[config.mk]
export PLATFORM = sky130hd
export DESIGN_NAME = fetch_sequencer
export DESIGN_NICKNAME = d
export VERILOG_FILES = /design/src/rtl/fetch_sequencer_pkg.sv /design/src/rtl/fetch_sequencer_pc.sv /design/src/rtl/fetch_sequencer.sv
export SDC_FILE = /design/constraint.sdc
export NUM_CORES = 1
export LEC_CHECK = 0
export CAP_MARGIN = 10
export CORE_AREA = 3 3 133 103
export CTS_CLUSTER_SIZE = 12
export DETAILED_ROUTE_END_ITERATION = 16
export DIE_AREA = 0 0 136 106
export PLACE_DENSITY_LB_ADDON = 0.15
export SYNTH_ARGS = -nofsm -noshare
export SYNTH_HDL_FRONTEND = slang
export SYNTH_SLANG_ARGS = --single-unit
[constraint.sdc]
create_clock -name clock -period 2.4 [get_ports clock]
set_clock_uncertainty 0.15 [all_clocks]
set_input_delay 0.72 -clock clock [delete_from_list [all_inputs] [get_ports clock]]
set_output_delay 0.72 -clock clock [all_outputs]
set_load 0.1 [all_outputs]
[src/rtl/fetch_sequencer_pkg.sv]
// Shared types and constants for the instruction fetch sequencer.
package fetch_sequencer_pkg;

    // Sequencer states: issue a request, wait for the response, hold the word, stop on fault.
    typedef enum logic [1:0] {
        ST_REQUEST = 2'd0,
        ST_WAIT    = 2'd1,
        ST_HOLD    = 2'd2,
        ST_FAULT   = 2'd3
    } state_t;

    // Fault reasons reported on fault_cause.
    localparam logic [1:0] CAUSE_NONE       = 2'd0;
    localparam logic [1:0] CAUSE_BUS        = 2'd1;
    localparam logic [1:0] CAUSE_MISALIGNED = 2'd2;

    localparam int INSTR_W = 32;
    localparam int PC_W    = 32;

    localparam logic [PC_W-1:0] PC_INC = 32'd4;

endpackage

[src/rtl/fetch_sequencer_pc.sv]
// Program counter register with its reset / redirect / increment mux.
module fetch_sequencer_pc
    import fetch_sequencer_pkg::*;
#(
    parameter logic [PC_W-1:0] RESET_PC = 32'h0000_0000
) (
    input  logic            clock,
    input  logic            clear,
    input  logic            pc_inc,
    input  logic            pc_load,
    input  logic [PC_W-1:0] load_pc,
    output logic [PC_W-1:0] pc
);

    // Redirect has priority over sequential advance; the add wraps modulo 2^32.
    always_ff @(posedge clock) begin
        if (clear) begin
            pc <= RESET_PC;
        end else if (pc_load) begin
            pc <= load_pc;
        end else if (pc_inc) begin
            pc <= pc + PC_INC;
        end
    end

endmodule

[src/rtl/fetch_sequencer.sv]
// Fetch sequencer: requests one word at a time, holds it for decode, handles redirects and faults.
module fetch_sequencer
    import fetch_sequencer_pkg::*;
#(
    parameter logic [PC_W-1:0] RESET_PC = 32'h0000_0000
) (
    input  logic               clock,
    input  logic               clear,
    input  logic               mem_ready,
    input  logic               has_fetched,
    input  logic               fetch_error,
    input  logic [INSTR_W-1:0] instruction,
    output logic               should_fetch,
    output logic [PC_W-1:0]    address,
    output logic               instr_valid,
    input  logic               instr_ready,
    output logic [INSTR_W-1:0] instr_out,
    output logic [PC_W-1:0]    instr_pc,
    input  logic               redirect_valid,
    input  logic [PC_W-1:0]    redirect_pc,
    output logic               fault,
    output logic [1:0]         fault_cause,
    output logic [PC_W-1:0]    fault_pc
);

    state_t          state;
    state_t          state_nxt;
    logic            kill;
    logic            kill_nxt;
    logic [PC_W-1:0] pc;
    logic            pc_inc;
    logic            pc_load;
    logic            latch_en;
    logic            fault_set;
    logic [1:0]      cause_nxt;
    logic [PC_W-1:0] fpc_nxt;
    logic            misaligned;
    logic            response;

    assign misaligned = redirect_valid && (redirect_pc[1:0] != 2'b00);
    assign response   = has_fetched || fetch_error;

    fetch_sequencer_pc #(
        .RESET_PC (RESET_PC)
    ) u_pc (
        .clock   (clock),
        .clear   (clear),
        .pc_inc  (pc_inc),
        .pc_load (pc_load),
        .load_pc (redirect_pc),
        .pc      (pc)
    );

    // Outputs decoded purely from registered state so no ready input reaches them combinationally.
    assign should_fetch = (state == ST_REQUEST);
    assign instr_valid  = (state == ST_HOLD);
    assign fault        = (state == ST_FAULT);
    assign address      = pc;

    // State and kill-flag register.
    always_ff @(posedge clock) begin
        if (clear) begin
            state <= ST_REQUEST;
            kill  <= 1'b0;
        end else begin
            state <= state_nxt;
            kill  <= kill_nxt;
        end
    end

    // Held instruction and fault record; cleared so that a reset leaves no stale word visible.
    always_ff @(posedge clock) begin
        if (clear) begin
            instr_out   <= '0;
            instr_pc    <= '0;
            fault_cause <= CAUSE_NONE;
            fault_pc    <= '0;
        end else begin
            if (latch_en) begin
                instr_out <= instruction;
                instr_pc  <= pc;
            end
            if (fault_set) begin
                fault_cause <= cause_nxt;
                fault_pc    <= fpc_nxt;
            end
        end
    end

    // Next-state logic: misaligned redirect beats everything, redirect beats instr_ready,
    // and a redirect during WAIT arms kill so the in-flight response is thrown away.
    always_comb begin
        state_nxt = state;
        kill_nxt  = kill;
        pc_inc    = 1'b0;
        pc_load   = 1'b0;
        latch_en  = 1'b0;
        fault_set = 1'b0;
        cause_nxt = CAUSE_NONE;
        fpc_nxt   = '0;
        case (state)
            ST_REQUEST: begin
                if (misaligned) begin
                    state_nxt = ST_FAULT;
                    fault_set = 1'b1;
                    cause_nxt = CAUSE_MISALIGNED;
                    fpc_nxt   = redirect_pc;
                end else if (redirect_valid) begin
                    pc_load = 1'b1;
                end else if (mem_ready) begin
                    state_nxt = ST_WAIT;
                end
            end
            ST_WAIT: begin
                if (misaligned) begin
                    state_nxt = ST_FAULT;
                    kill_nxt  = 1'b0;
                    fault_set = 1'b1;
                    cause_nxt = CAUSE_MISALIGNED;
                    fpc_nxt   = redirect_pc;
                end else if (kill || redirect_valid) begin
                    pc_load = redirect_valid;
                    if (response) begin
                        state_nxt = ST_REQUEST;
                        kill_nxt  = 1'b0;
                    end else begin
                        kill_nxt = 1'b1;
                    end
                end else if (fetch_error) begin
                    state_nxt = ST_FAULT;
                    fault_set = 1'b1;
                    cause_nxt = CAUSE_BUS;
                    fpc_nxt   = pc;
                end else if (has_fetched) begin
                    state_nxt = ST_HOLD;
                    latch_en  = 1'b1;
                end
            end
            ST_HOLD: begin
                if (misaligned) begin
                    state_nxt = ST_FAULT;
                    fault_set = 1'b1;
                    cause_nxt = CAUSE_MISALIGNED;
                    fpc_nxt   = redirect_pc;
                end else if (redirect_valid) begin
                    state_nxt = ST_REQUEST;
                    pc_load   = 1'b1;
                end else if (instr_ready) begin
                    state_nxt = ST_REQUEST;
                    pc_inc    = 1'b1;
                end
            end
            ST_FAULT: begin
                state_nxt = ST_FAULT;
            end
            default: begin
                state_nxt = ST_REQUEST;
            end
        endcase
    end

endmodule

==> results_dict.tcl <==
set metrics [dict create \
    synth_top_area_share_pct 47.49 \
    fin_util_pct 72.30 \
    numCtsBuffers 17 \
    hold_buffers 0 \
    crit_slowest_cell "dfxtp_1" \
    globalplace.congestion 0.8895 \
    setup_viol 0 \
    critPathArrivalTime_ps 1450 \
    core_area_um2 12350 \
    crit_required_ps 1530 \
    period_share_pct 96.64 \
    hp-class "flip-flop to flip-flop" \
    viasPerCell 5.637 \
    cpLargestDelayFamily "flip-flops" \
    clk_latency_ps 420 \
    p_sw_mw 1.805 \
    dr.pass1.iters 5 \
    crit_chain "and2_2, buf_12" \
    port-buffer-count 203 \
    synth_edf_count 0 \
    finalSetupTns_ps 0 \
    grt_max_degree 43 \
    cts_num_sinks 133 \
    clk_pin_slew_ps 50 \
    p_int_mw 4.518 \
    track_usage_pct 26.55 \
    die-area_um2 14420 \
    hold_viol 0 \
    drive_gt1_share_pct 26.57 \
    p_clk_share_pct 44.7 \
    synth_top_cell_by_area "dfxtp_1" \
    die-height_um 106 \
    cts_setup_buffers 0 \
    setup.worst_path.start_class "flip-flop" \
    antennaDiodeCount 0 \
    ys_seq_area_share_pct 47.49 \
    antenna_found_initial 0 \
    ir_drop_v 0.0006589 \
    cts-resized-gates 0 \
    layout_common_cells "nand2_1, buf_4, a21oi_1" \
    wirelength_um 19300 \
    num_rows 35 \
    r2r_cells 6 \
    ys_async_sr_fraction_pct 0 \
    design_area_um2 8929 \
    io_pins 204 \
    crit_buf_inv 1 \
    crit_path_max_incr_delay_ps 580 \
    report.final.slew_viol_count 0 \
    area_growth_pct 59.25 \
    power_leakage_nw 3.397 \
    critPathKind "flip-flop to output port" \
    grt_pass1_vias 6108 \
    dpl.hpwl_um 14240 \
    grt_pass1_wl_um 30940 \
    cts_tree "done" \
    maxCapViolations 0 \
    rsz0062_at_grt "no" \
    cts-root-buf "clkbuf_16" \
    status "complete, no violations" \
    clock.fmax_mhz 431.2 \
    grt_overflow 0 \
    drc 0 \
    synthCells 714 \
    fp.dieW_um 136 \
    place_area_um2 8285 \
    p_per_area_nw_per_um2 708.1 \
    syn_area_um2 5607 \
    hold-path-cell-count 2 \
    wl_per_cell_um 17.43 \
    cts_buffer_depth 2 \
    final_common_cell "nand2_1" \
    holdWs_ps 305.6 \
    drt_iter0_markers 644 \
    cts_max_level 4 \
    yosys_warnings 0 \
    synth_nets 786 \
    ys_seq_elements 133 \
    crit_cells 2 \
    syn_area_per_cell_um2 7.852 \
    combPwrFrac_pct 18.1 \
    p_seq_share_pct 37.2 \
    critPathCaptureType "output port" \
    slew-limit-headroom_pct 69.89 \
    worst-slew-pin-transition_ps 447.5 \
    yosys-top-cells-area "dfxtp_1, nand2_1, a21oi_1, a22oi_1, clkbuf_1" \
    detail-route-antenna-nets 0 \
    path_max_fanout 11 \
    p_sw_share_pct 28.54 \
    initial_core_util_pct 45.40 \
    n_fill_cell 959 \
    finalNetCount 1002 \
    fin_crit_ps 2319 \
    yosys.cell_types.count 49 \
    vias 6240 \
    synth_flop_cell "dfxtp_1" \
]
==> flip-flops by register name (all words and copies together), names as in the netlist <==
register     flops
fault_cause      2
instr_pc        32
instr_out       32
fault_pc        32
u_pc.pc         32
state            2
kill             1
==> final timing paths <==
check	startpoint	to	slack, ps
max	state[0]$_SDFFE_PP0P_	fault	80
min reg2reg	fault_pc[27]$_SDFFE_PP0P_	fault_pc[27]$_SDFFE_PP0P_	310
min	fault_pc[27]$_SDFFE_PP0P_	fault_pc[27]$_SDFFE_PP0P_	310
max reg2reg	u_pc.pc[3]$_SDFFE_PP0P_	u_pc.pc[28]$_SDFFE_PP0P_	210
==> power by group through the flow <==
stage                     clock [mW]  combinational [mW]  sequential, mW
final                           2.83                1.14            2.35
after global routing            2.96                1.19            2.36
after CTS                       2.86                1.14            2.35
after detailed placement           0                1.14            2.40
after global placement             0                1.12            2.39
after floorplan                    0               0.255            2.82
==> final cells by class <==
cell class | instances | area, um^2 | share of cell area (%)
Timing Repair Buffer | 258 | 2698 | 30.21
Multi-Input combinational cell | 519 | 2693 | 30.16
Inverter | 1 | 3.754 | 0.04204
Clock buffer | 18 | 439.2 | 4.919
Clock inverter | 12 | 203.9 | 2.284
Tap cell | 166 | 207.7 | 2.326
Sequential cell | 133 | 2684 | 30.06
==> logic make-up after synthesis <==
group / Yosys count / share of synthesized area, %
and+or+nand+nor: 296 / 23.88
AOI/OAI and AO/OA: 214 / 22.14
DFF: 133 / 47.49
buffers and inverters: 62 / 4.887
xor gates and xnor gates: 4 / 0.6250
muxes: 4 / 0.7587
adders and majority gates: 1 / 0.2231
==> Yosys cell counts, drive strengths merged, types with 3 or more instances <==
cell and count:
a31oi 15, nor3b 3, or3 3, a21oi 127, o311ai 4, and4 5
o22ai 3, buf 20, nand2 191, and3 9, nand4 10, nor2 24
dfxtp 133, nor4 12, clkbuf 41, nand3 13, o21ai 17, nor2b 3
and2 7, a22oi 32, nor3 8, o211ai 3, o21a 3
==> tightest hold or removal path, cell delays in order, from the launching register on <==
cell and delay (ps):
dfxtp_1 300, nand2_1 50, a21oi_1 50
==> through the flow <==
stage	total power [mW]	setup slack [ps]	cells
2_1_floorplan	3.078	13.11	714
3_3_place_gp	3.514	-160.5	1077
3_5_place_dp	3.535	-221.3	1077
4_1_cts	6.352	81.47	1107
5_1_grt	6.512	12.14	1107
6_report	6.323	80.71	1107
==> metal layers <==
layer  wire length, um  vias to the layer above  track usage (%)  part of all wire [%]
met2              9368                      278            43.75                    49
met3              1599                       21            6.906                   8.3
met1              8112                     2998            34.41                    42
met5                 0                        -                0                     0
met4               217                        0            7.410                   1.1
li1                  -                     2943                -                     -
(Power assumes the default switching activity.)
